[config.mk]
export PLATFORM = sky130hd
export DESIGN_NAME = avg_frame_sequencer
export DESIGN_NICKNAME = d
export VERILOG_FILES = /design/src/rtl/fft_avg_pkg.sv /design/src/rtl/avg_frame_sequencer.sv
export SDC_FILE = /design/constraint.sdc
export NUM_CORES = 1
export LEC_CHECK = 0
export CORE_ASPECT_RATIO = 0.9
export CORE_UTILIZATION = 47
export DETAILED_ROUTE_END_ITERATION = 10
export GPL_TIMING_DRIVEN = 1
export PLACE_DENSITY = 0.88
export SYNTH_ARGS = -nofsm -noshare
export SYNTH_HDL_FRONTEND = slang
export SYNTH_SLANG_ARGS = --single-unit
[constraint.sdc]
create_clock -name clk -period 9.5 [get_ports clk]
set_input_delay 1.9 -clock clk [delete_from_list [all_inputs] [get_ports clk]]
set_output_delay 1.9 -clock clk [all_outputs]
set_load 0.02 [all_outputs]
[src/rtl/fft_avg_pkg.sv]
// Shared types for the complex averaging front end.
// Sample packing, sequencer states and fixed pipeline lead/settle depths.
package fft_avg_pkg;

  typedef struct packed {
    logic signed [15:0] re;
    logic signed [15:0] im;
  } cplx16_t;

  typedef enum logic [2:0] {
    IDLE,
    FIRST,
    LOAD,
    RUN,
    SETTLE,
    HOLD
  } avg_state_e;

  localparam int LOAD_LEAD  = 2;
  localparam int SETTLE_CYC = 2;

endpackage

[src/rtl/avg_frame_sequencer.sv]
// Feeds one averaging block into the accumulator and returns its result.
// Optional AVG_OVERRUN_CNT_EN adds ovr_cnt (starts ignored while busy).
module avg_frame_sequencer
  import fft_avg_pkg::*;
#(
  parameter int DATA_W = 32,
  parameter int CNT_W  = 12
) (
  input  logic              clk,
  input  logic              rst,
  input  logic              start,
  input  logic [CNT_W-1:0]  samp_num,
  input  logic [DATA_W-1:0] s_data,
  input  logic              s_valid,
  output logic              s_ready,
  output logic [DATA_W-1:0] acc_val,
  output logic              acc_ce,
  output logic              acc_load,
  output logic [CNT_W-1:0]  acc_samp,
  input  logic [DATA_W-1:0] acc_result,
  output logic [DATA_W-1:0] res_data,
  output logic              res_valid,
  input  logic              res_ready,
  output logic              busy,
  output logic              err
`ifdef AVG_OVERRUN_CNT_EN
  ,
  output logic [15:0]       ovr_cnt
`endif
);

  localparam logic [1:0] PH_LOAD   = 2'(LOAD_LEAD - 1);
  localparam logic [1:0] PH_SETTLE = 2'(SETTLE_CYC - 1);

  avg_state_e        state_q, state_d;
  logic [CNT_W-1:0]  cnt_q, cnt_d;
  logic [CNT_W-1:0]  samp_q, samp_d;
  logic [1:0]        ph_q, ph_d;
  logic [DATA_W-1:0] val_q, val_d;
  logic [DATA_W-1:0] res_q, res_d;
  logic              ce_q, ce_d;
  logic              load_q, load_d;
  logic              rv_q, rv_d;
  logic              err_q, err_d;

  always_ff @(posedge clk or posedge rst) begin
    if (rst) begin
      state_q <= IDLE;
      cnt_q   <= '0;
      samp_q  <= '0;
      ph_q    <= '0;
      val_q   <= '0;
      res_q   <= '0;
      ce_q    <= 1'b0;
      load_q  <= 1'b0;
      rv_q    <= 1'b0;
      err_q   <= 1'b0;
    end else begin
      state_q <= state_d;
      cnt_q   <= cnt_d;
      samp_q  <= samp_d;
      ph_q    <= ph_d;
      val_q   <= val_d;
      res_q   <= res_d;
      ce_q    <= ce_d;
      load_q  <= load_d;
      rv_q    <= rv_d;
      err_q   <= err_d;
    end
  end

  always_comb begin
    state_d = state_q;
    cnt_d   = cnt_q;
    samp_d  = samp_q;
    ph_d    = ph_q;
    val_d   = val_q;
    res_d   = res_q;
    ce_d    = 1'b0;
    load_d  = 1'b0;
    rv_d    = rv_q;
    err_d   = 1'b0;
    s_ready = 1'b0;
    unique case (state_q)
      IDLE: begin
        if (start) begin
          if (samp_num == '0) begin
            err_d = 1'b1;
          end else begin
            samp_d  = samp_num;
            cnt_d   = '0;
            state_d = FIRST;
          end
        end
      end
      FIRST: begin
        s_ready = 1'b1;
        if (s_valid) begin
          val_d   = s_data;
          load_d  = 1'b1;
          cnt_d   = CNT_W'(1);
          ph_d    = '0;
          state_d = LOAD;
        end
      end
      LOAD: begin
        ph_d = ph_q + 2'd1;
        if (ph_q == PH_LOAD) begin
          ph_d    = '0;
          state_d = (cnt_q == samp_q) ? SETTLE : RUN;
        end
      end
      RUN: begin
        s_ready = 1'b1;
        if (s_valid) begin
          val_d = s_data;
          ce_d  = 1'b1;
          cnt_d = cnt_q + CNT_W'(1);
          if (cnt_q + CNT_W'(1) == samp_q) begin
            ph_d    = '0;
            state_d = SETTLE;
          end
        end
      end
      SETTLE: begin
        ph_d = ph_q + 2'd1;
        // Last acc_ce lands in the first cycle; the result is stable by the second.
        if (ph_q == PH_SETTLE) begin
          ph_d    = '0;
          res_d   = acc_result;
          rv_d    = 1'b1;
          state_d = HOLD;
        end
      end
      HOLD: begin
        if (res_ready) begin
          rv_d    = 1'b0;
          state_d = IDLE;
        end
      end
      default: state_d = IDLE;
    endcase
  end

  assign acc_val   = val_q;
  assign acc_ce    = ce_q;
  assign acc_load  = load_q;
  assign acc_samp  = samp_q;
  assign res_data  = res_q;
  assign res_valid = rv_q;
  assign err       = err_q;
  assign busy      = (state_q != IDLE);

`ifdef AVG_OVERRUN_CNT_EN
  logic [15:0] ovr_q;

  always_ff @(posedge clk or posedge rst) begin
    if (rst) begin
      ovr_q <= '0;
    end else if (start && state_q != IDLE && ovr_q != 16'hFFFF) begin
      ovr_q <= ovr_q + 16'd1;
    end
  end

  assign ovr_cnt = ovr_q;
`endif

endmodule

# After elaboration in Yosys (flattened, before gate mapping)

Index checks and enable logic that the tools add are counted.

Output and inout port bits: 82
Input bits: 81
Bits in registers: 97

Equality and inequality tests: 16
Multiplexer cells: 30
Bitwise logic cells: 1
Reduce and logical (&&, ||, !) cells: 15
$add $sub $neg: 2

Operators by type and width:

| kind                                                                  | count |
|---|---|
| 12-bit two-way mux                                                    | 4 |
| 12-bit one-hot mux with 3 select lines                                | 1 |
| 3-bit two-way mux                                                     | 9 |
| 12-bit equality test                                                  | 2 |
| 3-bit one-hot mux with 6 select lines                                 | 1 |
| 2-bit != test, second input constant                                  | 8 |
| 12-bit by 1-bit adder with 12-bit output, second input constant       | 1 |
| 12-bit logical NOT                                                    | 1 |
| 1-bit two-way mux                                                     | 9 |
| 3-bit nonzero test                                                    | 3 |
| 2-bit two-way mux                                                     | 4 |
| 8-bit AND reduction                                                   | 1 |
| 3-bit by 2-bit equality test with 1-bit output, second input constant | 2 |
| 3-bit equality test, second input constant                            | 2 |
| 2-bit one-hot mux with 3 select lines                                 | 1 |
| 3-bit AND reduction                                                   | 2 |
| 5-bit AND reduction                                                   | 1 |
| 2-bit AND reduction                                                   | 2 |
| 4-bit AND reduction                                                   | 1 |
| 2-bit OR reduction                                                    | 2 |
| 3-bit by 1-bit equality test with 1-bit output, second input constant | 1 |
| 3-bit logical NOT                                                     | 1 |
| 2-bit by 1-bit adder with 2-bit output, second input constant         | 1 |
| 2-bit by 1-bit equality test with 1-bit output, second input constant | 1 |
| 3 further kinds                                                       | 3 |

# Longest topological paths before layout

Word-level depth: 5
Gate-level depth with buffers: 8
Gate-level depth less buffers: 7

# Least setup slack after synthesis

No wires, ideal clock.

Path kind: input-to-reg
From: input samp_num[3]
To: register cnt_q[3]
Buffers on the path: 1
Setup slack: 6.341 ns
Data required time: 9.405 ns
Arrival: 3.064 ns
Library setup time: 0.095 ns
Stages: 7
Cells stage by stage: nor4_1 > nand3_1 > a32o_1 > nand2_1 > clkbuf_1 > o21ai_0 > o31ai_1

Cells in the longest elaborated chain, start to end: 3

Ends and longest elaborated chain:

| element                              | RTL line                  | text |
|---|---|---|
| from (decl)                          | avg_frame_sequencer.sv:12 | `input logic [CNT_W-1:0] samp_num,` |
| 12-bit logical NOT                   | avg_frame_sequencer.sv:87 | `if (samp_num == '0) begin` |
| 2-bit != test (no source line)       | --                        |  |
| 5-bit AND reduction (no source line) | --                        |  |
| to (signal assigned)                 | avg_frame_sequencer.sv:60 | `cnt_q <= cnt_d;` |
| to (decl)                            | avg_frame_sequencer.sv:36 | `logic [CNT_W-1:0] cnt_q, cnt_d;` |

Every way passes these cells.
A chain may end at the register's enable or synchronous reset.

# Worst setup path in the final report

From: input s_valid
To: register cnt_q[3]

Cells in the longest elaborated chain, start to end: 2

Ends and longest elaborated chain:

| element                                  | RTL line                  | text |
|---|---|---|
| from (decl)                              | avg_frame_sequencer.sv:14 | `input logic s_valid,` |
| 2-bit != test (no source line)           | --                        |  |
| 5-bit AND reduction (no source line) (*) | --                        |  |

Mark *: on every way between the ends. The rest lies on a longest branch, timed or not.

==> summary.md <==
| Metric | Value |
|---|---|
| Average size of a mapped cell | about 11 um^2 |
| Hold crit path type | flop to flop |
| CTS resizes | 0 |
| Largest net degree at the start of global routing | between 60 and 70 |
| GRT Overall Usage | between 20 and 25% |
| Status | completed |
| Slew Limit Fails | 0 |
| Hold Vio Cnt, Final | 0 |
| Number of synthesized flops with an enable pin | 0 |
| Post-synth ARST share | 100% |
| Share of cells above drive strength 1 | around 12% |
| Total routed wirelength | approximately 11,000 um |
| Clock power frac | between 10% and 20% |
| Gp weighted congestion | 0.890 |
| Synth area leaders | dfrtp_1 (55%), mux2_2 (11%), nand2_1 (9.8%), o21ai_0 (2.4%), xor2_1 (2.4%) |
| Drt first pass iters | 5 |
| # clock sinks | slightly below 100 |
| Req. time, crit path | 9.78 ns |
| Setup TNS | 0 ns |
| Post-Synthesis Cells | 423 |
| Post-DP HPWL | roughly 8400 um |
| CTS buffer count | 9 |
| Worst-margin pin slew | 1.21 ns |
| # diodes | 0 |
| Port Buffer Count | 162 |
| Ys flop type | dfrtp_1 |
| Reg power frac | 37.9% |
| Pwr Density | between 200 and 300 nW/um^2 |
| Fin crit share | between 40 and 50% |
| Min Tclk post-route | between 4 and 5 ns |
| First-pass GRT wire length | 18,700 um |
| Clock Skew | roughly 0.013 ns |
| #FFs+latches synth | 97 |
| Max Fclk | ~0.24 GHz |
| Distinct cells, synth | 58 |
| Clock tree root driver cell | clkbuf_8 |
| Crit path kind | input pin to flop |
| Synth Net Count | between 500 and 600 |
| CP Launch Type | input pin |
| Initial drt markers | 171 |
| Postcts setup bufs | 0 |
| Yosys top cell by area | dfrtp_1 |
| Syn. warnings | 0 |
| Die Area | just under 10,000 um^2 |
| Max Cap Viol | 0 |
| CP endpoint kind | flop |
| Post-route ant nets | 0 |
| Utilization after layout | approximately 69% |
| Worst EP arrival | 4.47 ns |
| Crit-path max FO | 34 |
| Post-Syn Area | about 4400 um^2 |
| Vias | roughly 3.8k |
| Setup Viol. Count Final | 0 |
| Pleak | around 2.8 nW |
| Relative slew slack | 19.6% |
| Reg clk slew, reported paths | approximately 0.10 ns |
| DRC | 0 |
| Chip height | 94.3 um |
| Pint | approximately 0.0010 W |
| Most instantiated library cell after synthesis | nand2_1 |
| Switching power | ~0.00063 W |
| Post-DR wirelength/cell | about 16 um |
| Vias in the first global route | between 3k and 4k |
| Sequential-to-total area share from yosys stat | between 50% and 60% |
| Area growth, synth to finish | 42.8% |
| Clock Latency Late Sink | 0.36 ns |
| CTS tree | done |
| Core area | 9170 um^2 |
| Starting Density | just under 50% |
| Initial antenna violation count | 0 |
| Switch share | between 30% and 40% |
| Synth cell count leaders | nand2_1 (116), dfrtp_1 (97), mux2_2 (44), o21ai_0 (21), nor2_1 (15) |
| Hold_buf cts | 0 |
| Clock Path Buffers | 2 |
| Total gr overflow | 0 |
| Max VDD drop | ~0.18 mV |
| H-tree depth | 3 |
| Vias per Instance | 5.39 |
| Post-synth top area share | 54.6% |
| RSZ-0062 raised after global routing | no |
| Top Ports | approximately 160 |
| Die Span X | roughly 100 um |
| Nets | 658 |
| Comb pwr share | 42.9% |
| Row cnt | 33 |
registers in the layout, summed over array words and instances (netlist names):
register,count
acc_val,32
res_data,32
acc_samp,12
cnt_q,12
state_q,3
ph_q,2
acc_ce,1
acc_load,1
err,1
res_valid,1
cells in the final DEF, fill, tap and decap left out, types with 5 or more instances in the layout:
cell / n
xor2_1: 12
inv_1: 6
nor2_1: 15
nand2_1: 116
nand3_1: 12
nor4_1: 6
a21oi_1: 5
clkbuf_8: 9
clkdlybuf4s50_1: 162
mux2_2: 44
o21ai_0: 21
dfrtp_1: 97
xnor2_1: 8
a211oi_1: 5
area by class of cell:
| cell class | instances | area (um^2) |
|---|---|---|
| tap | 122 | 153 |
| clock buffer | 9 | 124 |
| inverter | 8 | 32.5 |
| timing repair buffer | 164 | 1640 |
| multi-input combinational | 296 | 1860 |
| sequential | 97 | 2430 |
| clock inverter | 6 | 115 |
| fill | 685 | 2810 |
worst paths after layout:
path	slack, ns	from	cells past startpoint	end
max	5.30	s_valid	7	cnt_q[3]
max reg2reg	6.39	state_q[0]	7	cnt_q[3]
min in group asynchronous	1.90	rst	2	acc_val[10]
max in group asynchronous	6.47	rst	3	ph_q[0]
min	0.49	acc_val[5]	2	acc_val[5]
min reg2reg	0.49	acc_val[5]	2	acc_val[5]
power groups by stage:
stage          clock (W)  combinational [W]  sequential, W
3_5_place_dp           0           0.000713       0.000638
5_1_grt         0.000342           0.000773       0.000647
6_report        0.000320           0.000715       0.000632
4_1_cts         0.000328           0.000717       0.000630
2_1_floorplan          0           0.000293       0.000732
3_3_place_gp           0           0.000691       0.000630
per-layer routing:
metal  up-vias  GRT usage, %  part of all wire (%)
li1       1747             -                     -
met1      1839          29.1                    40
met2       168          41.0                    50
met3        28          7.49                   7.8
met4         0          8.57                   2.1
met5         -             0                     0
critical path: stages:
cell             delay [ns]
clkdlybuf4s50_1        0.58
and2_1                 0.98
nand2_2                0.41
clkinv_1               0.27
and2_0                 0.15
o21ai_0                0.08
o31ai_1                0.09
logic make-up (layout without fill, tap and decap cells):
kind of cell	count (synthesis)	count (layout)	share of synthesized area, %
xor+xnor	20	20	3.94
simple gates	177	177	18.6
mux	45	45	11.4
compound gates	53	53	7.76
buf+inv	30	187	3.52
flops	97	97	54.6
fa+ha+maj	1	1	0.281
stage by stage:
step	instance area, um^2	hold WS (ns)	total power (W)	cells	setup WS, ns
floorplan	4450	0.499	0.00102	423	5.07
global placement	6110	0.457	0.00132	687	5.13
detailed placement	6110	0.465	0.00135	687	5.03
CTS	6350	0.490	0.00168	702	5.38
global route	6350	0.517	0.00176	702	5.07
finish	6350	0.487	0.00167	702	5.30
Note: power is estimated with default switching activity, not from simulation.
